**src/rtl/dbg_pkg.sv**
```systemverilog
// Shared constants for the pipeline debug controller: command bytes, FSM
// state encoding and the layout of the post-run dump (PC, GPRs, data memory,
// optional cycle counter).
// Optional feature macro: DBG_CYCLE_COUNT_EN adds one trailing dump word.
package dbg_pkg;

  localparam logic [7:0] CMD_RUN_DEF  = 8'h43;  // 'C'
  localparam logic [7:0] CMD_STEP_DEF = 8'h53;  // 'S'
  localparam logic [7:0] CMD_RST_DEF  = 8'h52;  // 'R'

  localparam int GPR_COUNT     = 32;
  localparam int DUMP_PC       = 0;
  localparam int DUMP_REG_BASE = DUMP_PC + 1;
  localparam int DUMP_MEM_BASE = DUMP_REG_BASE + GPR_COUNT;

  localparam logic [2:0] ST_IDLE    = 3'd0;
  localparam logic [2:0] ST_RUN     = 3'd1;
  localparam logic [2:0] ST_STEP    = 3'd2;
  localparam logic [2:0] ST_LOAD    = 3'd3;
  localparam logic [2:0] ST_LATCH   = 3'd4;
  localparam logic [2:0] ST_SEND    = 3'd5;
  localparam logic [2:0] ST_WAIT_TX = 3'd6;

`ifdef DBG_CYCLE_COUNT_EN
  localparam int EXTRA_WORDS = 1;
`else
  localparam int EXTRA_WORDS = 0;
`endif

  // Number of 32-bit words in one dump.
  function automatic int dump_words(input int mem_words);
    return DUMP_MEM_BASE + mem_words + EXTRA_WORDS;
  endfunction

endpackage

```
**src/rtl/dbg_word_tx.sv**
```systemverilog
// Serialises one 32-bit word into four UART bytes, LSB first.
// Ports:
//   clk, reset      clock, asynchronous active-low reset
//   start           1-cycle request; word must stay stable until done
//   word            word to send
//   tx_busy         transmitter busy
//   tx_data         byte to send
//   tx_start        1-cycle strobe per byte
//   done            1-cycle pulse after the fourth byte has left the UART
module dbg_word_tx
  import dbg_pkg::*;
(
  input  logic        clk,
  input  logic        reset,
  input  logic        start,
  input  logic [31:0] word,
  input  logic        tx_busy,
  output logic [7:0]  tx_data,
  output logic        tx_start,
  output logic        done
);

  logic [2:0] state;
  logic [1:0] byte_idx;

  always_ff @(posedge clk or negedge reset) begin
    if (!reset) begin
      state    <= ST_IDLE;
      byte_idx <= 2'd0;
      tx_data  <= 8'd0;
      tx_start <= 1'b0;
      done     <= 1'b0;
    end else begin
      // NOTE: non-blocking assignments keep every register reading the
      // pre-edge value of the others, independent of statement order.
      tx_start <= 1'b0;
      done     <= 1'b0;
      case (state)
        ST_IDLE: begin
          if (start) begin
            byte_idx <= 2'd0;
            state    <= ST_SEND;
          end
        end
        ST_SEND: begin
          if (!tx_busy) begin
            tx_data  <= word[{byte_idx, 3'b000} +: 8];
            tx_start <= 1'b1;
            state    <= ST_WAIT_TX;
          end
        end
        ST_WAIT_TX: begin
          // While tx_start is still high the UART has not yet raised busy,
          // so that first cycle is skipped.
          if (!tx_start && !tx_busy) begin
            if (byte_idx == 2'd3) begin
              done  <= 1'b1;
              state <= ST_IDLE;
            end else begin
              byte_idx <= byte_idx + 2'd1;
              state    <= ST_SEND;
            end
          end
        end
        default: state <= ST_IDLE;
      endcase
    end
  end

endmodule

```
**src/rtl/debug_unit_ctrl.sv**
```systemverilog
// Host-driven debug controller for the 5-stage MIPS pipeline. Decodes UART
// command bytes, gates the pipeline clock-enable (run / single-step) and,
// after a run ends, dumps PC, the 32 GPRs and MEM_WORDS data-memory words
// over the UART, 4 bytes per word, LSB first.
// Optional feature macro: DBG_CYCLE_COUNT_EN -- 32-bit count of enabled
// pipeline cycles, appended as the final dump word.
// Ports:
//   clk, reset                 clock, asynchronous active-low reset
//   rx_data, rx_valid          received command byte + strobe
//   tx_data, tx_start, tx_busy UART transmit byte interface
//   pipe_en, pipe_reset        pipeline clock-enable, 1-cycle pipeline reset
//   wb_halt                    halt instruction reached WB
//   pc_value                   current IF PC
//   dbg_reg_addr/dbg_reg_data  register-file debug read port
//   dbg_mem_addr/dbg_mem_data  data-memory debug read port (1-cycle latency)
//   halted                     program has halted
module debug_unit_ctrl
  import dbg_pkg::*;
#(
  parameter int         MEM_WORDS = 32,
  parameter logic [7:0] CMD_RUN   = CMD_RUN_DEF,
  parameter logic [7:0] CMD_STEP  = CMD_STEP_DEF,
  parameter logic [7:0] CMD_RST   = CMD_RST_DEF
) (
  input  logic        clk,
  input  logic        reset,
  input  logic [7:0]  rx_data,
  input  logic        rx_valid,
  output logic [7:0]  tx_data,
  output logic        tx_start,
  input  logic        tx_busy,
  output logic        pipe_en,
  output logic        pipe_reset,
  input  logic        wb_halt,
  input  logic [31:0] pc_value,
  output logic [4:0]  dbg_reg_addr,
  input  logic [31:0] dbg_reg_data,
  output logic [31:0] dbg_mem_addr,
  input  logic [31:0] dbg_mem_data,
  output logic        halted
);

  localparam logic [8:0] W_REG_BASE = 9'(DUMP_REG_BASE);
  localparam logic [8:0] W_MEM_BASE = 9'(DUMP_MEM_BASE);
  localparam logic [8:0] W_MEM_END  = 9'(DUMP_MEM_BASE + MEM_WORDS);
  localparam logic [8:0] LAST_WORD  = 9'(dump_words(MEM_WORDS) - 1);

  logic [2:0]  state;
  logic [8:0]  word_idx;
  logic [31:0] word_q;
  logic [31:0] word_sel;
  logic        word_start;
  logic        word_done;
  logic        rst_cmd;

  assign rst_cmd = (state == ST_IDLE) && rx_valid && (rx_data == CMD_RST);

  // The enable drops combinationally in the cycle wb_halt is seen so the
  // halt instruction never advances past WB.
  assign pipe_en = ((state == ST_RUN) && !wb_halt) || (state == ST_STEP);

  // Debug addresses follow the word index; outside their own range they
  // read as zero.
  assign dbg_reg_addr = (word_idx >= W_REG_BASE && word_idx < W_MEM_BASE)
                        ? 5'(word_idx - W_REG_BASE) : 5'd0;
  assign dbg_mem_addr = (word_idx >= W_MEM_BASE && word_idx < W_MEM_END)
                        ? {21'd0, word_idx - W_MEM_BASE, 2'b00} : 32'd0;

`ifdef DBG_CYCLE_COUNT_EN
  logic [31:0] cycle_cnt;

  always_ff @(posedge clk or negedge reset) begin
    if (!reset)       cycle_cnt <= 32'd0;
    else if (rst_cmd) cycle_cnt <= 32'd0;
    else if (pipe_en) cycle_cnt <= cycle_cnt + 32'd1;
  end
`endif

  always_comb begin
    // NOTE: the default assignment first keeps every path assigned, so no
    // latch is inferred.
    word_sel = pc_value;
`ifdef DBG_CYCLE_COUNT_EN
    if (word_idx >= W_MEM_END)       word_sel = cycle_cnt;
    else if (word_idx >= W_MEM_BASE) word_sel = dbg_mem_data;
`else
    if (word_idx >= W_MEM_BASE)      word_sel = dbg_mem_data;
`endif
    else if (word_idx >= W_REG_BASE) word_sel = dbg_reg_data;
  end

  always_ff @(posedge clk or negedge reset) begin
    if (!reset) begin
      state      <= ST_IDLE;
      word_idx   <= 9'd0;
      word_q     <= 32'd0;
      halted     <= 1'b0;
      pipe_reset <= 1'b0;
      word_start <= 1'b0;
    end else begin
      pipe_reset <= 1'b0;
      word_start <= 1'b0;
      case (state)
        ST_IDLE: begin
          if (rst_cmd) begin
            pipe_reset <= 1'b1;
            halted     <= 1'b0;
          end else if (rx_valid && !halted) begin
            if (rx_data == CMD_RUN)       state <= ST_RUN;
            else if (rx_data == CMD_STEP) state <= ST_STEP;
          end
        end
        ST_RUN: begin
          if (wb_halt) begin
            halted   <= 1'b1;
            word_idx <= 9'd0;
            state    <= ST_LOAD;
          end
        end
        ST_STEP: begin
          if (wb_halt) halted <= 1'b1;
          word_idx <= 9'd0;
          state    <= ST_LOAD;
        end
        // Address is presented here; synchronous memory answers in LATCH.
        ST_LOAD: state <= ST_LATCH;
        ST_LATCH: begin
          word_q     <= word_sel;
          word_start <= 1'b1;
          state      <= ST_SEND;
        end
        ST_SEND: begin
          if (word_done) begin
            if (word_idx == LAST_WORD) begin
              state <= ST_IDLE;
            end else begin
              word_idx <= word_idx + 9'd1;
              state    <= ST_LOAD;
            end
          end
        end
        default: state <= ST_IDLE;
      endcase
    end
  end

  dbg_word_tx u_word_tx (
    .clk      (clk),
    .reset    (reset),
    .start    (word_start),
    .word     (word_q),
    .tx_busy  (tx_busy),
    .tx_data  (tx_data),
    .tx_start (tx_start),
    .done     (word_done)
  );

endmodule

```
**config.mk**
```make
export PLATFORM = sky130hd
export DESIGN_NAME = debug_unit_ctrl
export DESIGN_NICKNAME = d
export VERILOG_FILES = /design/src/rtl/dbg_pkg.sv /design/src/rtl/dbg_word_tx.sv /design/src/rtl/debug_unit_ctrl.sv
export SDC_FILE = /design/constraint.sdc
export NUM_CORES = 1
export LEC_CHECK = 0
export CORE_UTILIZATION = 46
export DETAILED_ROUTE_END_ITERATION = 12
export GPL_TIMING_DRIVEN = 0
export PLACE_DENSITY = 0.81
export SYNTH_ARGS = -nofsm -noshare
export SYNTH_HDL_FRONTEND = slang
export SYNTH_SLANG_ARGS = --single-unit
```
**constraint.sdc**
```tcl
create_clock -name clk -period 3 [get_ports clk]
set_clock_uncertainty 0.1 [all_clocks]
set_input_delay 0.6 -clock clk [delete_from_list [all_inputs] [get_ports clk]]
set_output_delay 0.6 -clock clk [all_outputs]
set_load 0.01 [all_outputs]
```
==> results of run 1 <==
worst max-delay path, stage by stage (launching register included):
cell      delay, ns
dfrtp_1        0.44
buf_6          0.17
or3_4          0.33
buf_6          0.16
nor3_4         0.18
o211ai_1       0.16
buf_4          0.19
nor2_1         0.11
buf_2          0.14
cell type report:
cell class                      instances  area, sq um
Buffer                                 77          463
Clock buffer                           10          128
Clock inverter                          6         86.3
Fill cell                             744         2900
Inverter                                7         26.3
Multi-Input combinational cell        337         2530
Sequential cell                        62         1550
Tap cell                              129          161
Timing Repair Buffer                  145         1390
stage by stage:
step	util [%]	total power, mW	instance area (sq um)	TNS [ns]	instances
2_1_floorplan	-	3.31	4490	0	485
3_3_place_gp	64.8	4.26	5990	-49.43	748
3_5_place_dp	65.0	4.36	6000	-1.55	749
4_1_cts	68.1	5.25	6300	-0.0696	771
5_1_grt	68.6	5.66	6340	-0.0434	773
6_report	68.6	5.34	6340	0	773
worst max-delay path by stage:
stage / endpoint / depth (start not counted) / slack (ns)
finish: dbg_reg_addr[3] / 8 / 0.08
global route: dbg_reg_addr[4] / 9 / -0.02
CTS: dbg_mem_addr[8] / 7 / -0.07
detailed placement: dbg_mem_addr[5] / 7 / -0.23
global placement: word_idx[5]$_DFFE_PN0P_ / 1 / -0.79
floorplan: dbg_mem_addr[4] / 7 / 0.59
timing repair:
item,4_1_cts,5_1_grt
pin swaps,6,2
endpoints found under the setup margin,14,11
buffers inserted,6,4
hold endpoints to repair,0,0
gates resized for setup,64,7
logic make-up (layout without fill, tap and decap cells):
logic type	count (synthesis)	count (layout)	synth area share, %
muxes	18	18	6.65
xor gates and xnor gates	3	3	0.597
DFF	62	62	35.2
adders and majority gates	5	5	1.42
AOI/OAI and AO/OA	143	143	24.9
other	1	23	0.0851
buffers and inverters	86	245	11.0
and+or+nand+nor	145	145	20.1
routing by layer:
layer | track usage, % | part of all wire [%]
met5 | 0 | 0
met4 | 11.0 | 2.8
met3 | 6.62 | 10
met2 | 50.0 | 47
met1 | 41.0 | 40
synth_stat cells, drive strengths merged (2+ instances only):
cell type / count / area share, %
dfrtp: 62 / 35
nor2: 18 / 1.5
a21oi: 8 / 0.99
nand2: 9 / 0.77
buf: 47 / 7.7
nor2b: 7 / 0.99
a31oi: 34 / 4.8
xnor2: 3 / 0.60
and2: 2 / 0.28
o21bai: 2 / 0.34
nand4: 67 / 9.5
or3: 3 / 0.43
nor3b: 4 / 0.68
nor3: 7 / 1.2
nand3: 3 / 0.34
mux2: 10 / 2.6
o31ai: 11 / 1.9
nand2b: 7 / 0.99
clkbuf: 32 / 2.7
o21ai: 8 / 0.99
or2: 2 / 0.28
o211ai: 33 / 5.6
o21a: 2 / 0.34
nor4: 4 / 0.71
and4: 2 / 0.40
a21o: 2 / 0.34
mux4: 8 / 4.1
a221o: 33 / 7.5
and3: 2 / 0.28
o22ai: 2 / 0.28
ha: 5 / 1.4
inv: 7 / 0.60
a22o: 2 / 0.40
nor4b: 2 / 0.40
power groups by stage:
stage,logic [mW],registers (mW),clock network [mW]
CTS,3.06,1.38,0.812
finish,3.13,1.40,0.809
detailed placement,2.96,1.39,0
global placement,2.88,1.37,0
global route,3.40,1.42,0.841
floorplan,1.99,1.32,0
registers in the layout, summed over array words and instances, names as in the netlist, 2 cells and up:
name,count
word_q,32
word_idx,9
u_word_tx.tx_data,8
state,3
u_word_tx.state,3
u_word_tx.byte_idx,2
==> impl_metrics.ini, run 1 <==
[status]
status = complete, no violations

[finish]
layout-drive-gt1-share_pct = 19.6
num-nets-final = 753
area_growth_pct = 43.9
final_common_cell = clkdlybuf4s50_1
layout_common_cells = 119 x clkdlybuf4s50_1, 67 x nand4_1, 61 x dfrtp_1
insertedDiodeCount = 0

[clock_network]
cts_buffers = 9
cts_tree = yes
clockRootBuffer = clkbuf_8
htreeDepth = 3
cts.clk_slew.worst_paths_ns = 0.08
clock_latency_ns = 0.34
ctsHoldBuffers = 0
cts_buffer_depth = 2
clock_sinks = 62

[grt]
grt_pass1_vias = 4618
track_usage_pct = 30.9
antenna_found_initial = 0
grt_pass1_wl_mm = 23.7
grt_overflow = 0
grt_max_degree = 37

[yosys]
synth_cells = 463
syn_avg_cell_area_sq_um = 9.51
async_flop_share_pct = 100
synth_edf_count = 0
synth_cell_type_count = 57
ys_seq_elements = 62
yosysWarnings = 0
synth_flop_cell = dfrtp_1
ys_seq_area_share_pct = 35.2
netlist_area_sq_um = 4400

[floorplanning]
die_area_sq_um = 9970
core_sq_um = 9240
ios = 158
die_width_um = 99.9
rows = 35
initial_utilization_pct = 47.7
fp.dieH_um = 99.9

[critical_path]
r2r_slack_ns = 0.54
cp_data_required_time_ns = 2.30
critPathArrivalTime_ns = 2.22
crit_fanout = 11
start_kind = flop
endpoint_kind = primary output
crit_start = word_idx[0]$_DFFE_PN0P_
timing.rr.end = word_idx[3]$_DFFE_PN0P_
rr_startpoint = word_idx[0]$_DFFE_PN0P_
rr_worst_depth = 8
path_class = reg -> out

[place]
io_buffer_count = 134
dpl.hpwl_mm = 11.7
post-place-ws_ns = -0.234
gp_congestion = 0.982

[pwr]
share_comb_of_total_power_pct = 58.7
vdd_drop_max_uv = 534
leakagePower_nw = 2.61
swShare_pct = 42.4
p_switching_mw = 2.26
p_clk_share_pct = 15.2
p_per_area_nw_per_um2 = 842
p_seq_share_pct = 26.2
power.internal_mw = 3.08

[timing]
setup_viol = 0
fin_crit_ns = 2.92
worst_hold_slack_ns = 0.192
finalWorstSetupSlack_ns = 0.0800
hold_violations = 0
worstMarginPinSlew_ns = 0.729
relSlewSlack_pct = 51.4
slew_violations = 0
fmax_mhz = 342
min_period_over_period_pct = 97.3

[detailed_routing]
via_per_inst = 6.21
drcViolationCount = 0
drt-total-wl_mm = 15.2
first_iter_violations = 504
num_vias = 4798
firstDrtPassIters = 6
ant_nets = 0
wl_per_cell_um = 19.7

[worst_hold_path]
holdCritPathClass = in -> async

[flow_run]
drv_cap = 0
Power figures use the tool's default switching activity.
==> run 2, diff against run 1 <==
- SLEW_MARGIN: unset -> 20
==> impl_metrics.ini, run 2 (synthesized netlist as in run 1, its figures left out) <==
[timing]
slew_violations = 0
fin_tns_setup_ns = 0
min_period_over_period_pct = 97.4
setup_viol = 0
fin_crit_ns = 2.92
fmax_mhz = 342
hold_violations = 0
finalWorstSetupSlack_ns = 0.0775
worstMarginPinSlew_ns = 0.728
relSlewSlack_pct = 51.5

[detailed_routing]
ant_nets = 0
drcViolationCount = 0
wl_per_cell_um = 19.7
firstDrtPassIters = 6
first_iter_violations = 504
num_vias = 4807
drt-total-wl_mm = 15.2
via_per_inst = 6.22

[floorplanning]
fp.dieH_um = 99.9
die_area_sq_um = 9970
rows = 35
ios = 158
core_sq_um = 9240
initial_utilization_pct = 47.7
die_width_um = 99.9

[clock_network]
clockRootBuffer = clkbuf_8
cts.clk_slew.worst_paths_ns = 0.08
cts_buffer_depth = 2
cts_buffers = 9
ctsHoldBuffers = 0
cts_tree = yes
clock_sinks = 62
clock_latency_ns = 0.34
htreeDepth = 3

[grt]
track_usage_pct = 30.9
grt_overflow = 0
antenna_found_initial = 0
grt_max_degree = 37
grt_pass1_wl_mm = 23.7
grt_pass1_vias = 4618

[place]
dpl.hpwl_mm = 11.7
post-place-ws_ns = -0.234
gp_congestion = 0.982
io_buffer_count = 134

[pwr]
p_per_area_nw_per_um2 = 843
leakagePower_nw = 2.61
vdd_drop_max_uv = 534
power.total_mw = 5.34

[critical_path]
crit_fanout = 11
cp_slowest_stage_delay_ns = 0.44
cp_data_required_time_ns = 2.30
path_common_cell = buf_6
start_kind = flop
critical_path.cell_chain = buf_6 > or3_4 > buf_6 > nor3_4 > o211ai_1 > buf_4 > nor2_1 > buf_2
path_class = reg -> out
cp_slowest_cell = dfrtp_1
endpoint_kind = primary output
critPathArrivalTime_ns = 2.22

[finish]
fill_cells = 745
layout-drive-gt1-share_pct = 19.6
reg_top3 = word_q x32, word_idx x9, u_word_tx.tx_data x8
seqCellArea_sq_um = 1550
area_growth_pct = 43.9
final_common_cell = clkdlybuf4s50_1
largest-register = word_q
num-nets-final = 753
insertedDiodeCount = 0
layout_common_cells = 119 x clkdlybuf4s50_1, 67 x nand4_1, 61 x dfrtp_1
largest_register_ffs = 32
multi_input_area_sq_um = 2530

[status]
status = complete, no violations

[flow_run]
drv_cap = 0

[worst_hold_path]
holdCritPathClass = in -> async
## run 2: cell counts in the layout (fill, tap and decap cells not counted)
No cell type changed its count.
## run 2: report_power, final
part / leakage, nW / switching, mW / total (mW) / internal [mW]
sequential: 0.798 / 0.245 / 1.40 / 1.15
combinational: 1.70 / 1.68 / 3.14 / 1.46
clock: 0.106 / 0.345 / 0.811 / 0.467
## run 2: area by class of cell
type	count	share of cell area (%)
Multi-Input combinational cell	337	39.9
Sequential cell	62	24.5
Timing Repair Buffer	145	21.9
Buffer	77	7.30
Tap cell	129	2.55
Clock buffer	10	2.01
Clock inverter	6	1.36
Inverter	7	0.415
## run 2: worst paths after layout
check / start / to / slack (ns) / cells past startpoint
setup / recovery: word_idx[0]$_DFFE_PN0P_ / dbg_reg_addr[3] / 0.08 / 8
hold / removal: reset / u_word_tx.tx_data[7]$_DFFE_PN0P_ / 0.08 / 1
setup reg to reg: word_idx[0]$_DFFE_PN0P_ / word_idx[3]$_DFFE_PN0P_ / 0.54 / 8
hold reg to reg: u_word_tx.tx_data[5]$_DFFE_PN0P_ / u_word_tx.tx_data[5]$_DFFE_PN0P_ / 0.41 / 1
max in group asynchronous: reset / word_q[1]$_DFFE_PN0P_ / 2.20 / 2
min in group clk: u_word_tx.tx_data[5]$_DFFE_PN0P_ / u_word_tx.tx_data[5]$_DFFE_PN0P_ / 0.41 / 1
## run 2: worst max-delay path: cells and delay by family, from the launching register on
family          cells  cell delay, ns
compound gates      1            0.16
buf+inv             4            0.66
flops               1            0.44
simple gates        3            0.62
## run 2: stage by stage
step / util (%) / hold slack (ns) / cell area (sq um) / cells
after floorplan: - / 0.204 / 4490 / 485
after global placement: 64.8 / 0.389 / 5990 / 748
after detailed placement: 65.0 / 0.395 / 6010 / 749
after CTS: 68.2 / 0.0754 / 6300 / 771
after global routing: 68.6 / 0.0896 / 6340 / 773
final: 68.6 / 0.0769 / 6340 / 773
## run 2: per-layer routing
layer	GRT usage, %	share of wire (%)
met1	41.0	40
met2	50.0	47
met3	6.62	10
met4	11.0	2.9
met5	0	0
## run 2: what timing repair did
item / CTS / global route
pin swaps: 6 / 2
gates resized for setup: 64 / 7
endpoints found under the setup margin: 14 / 11
setup buffers: 6 / 4
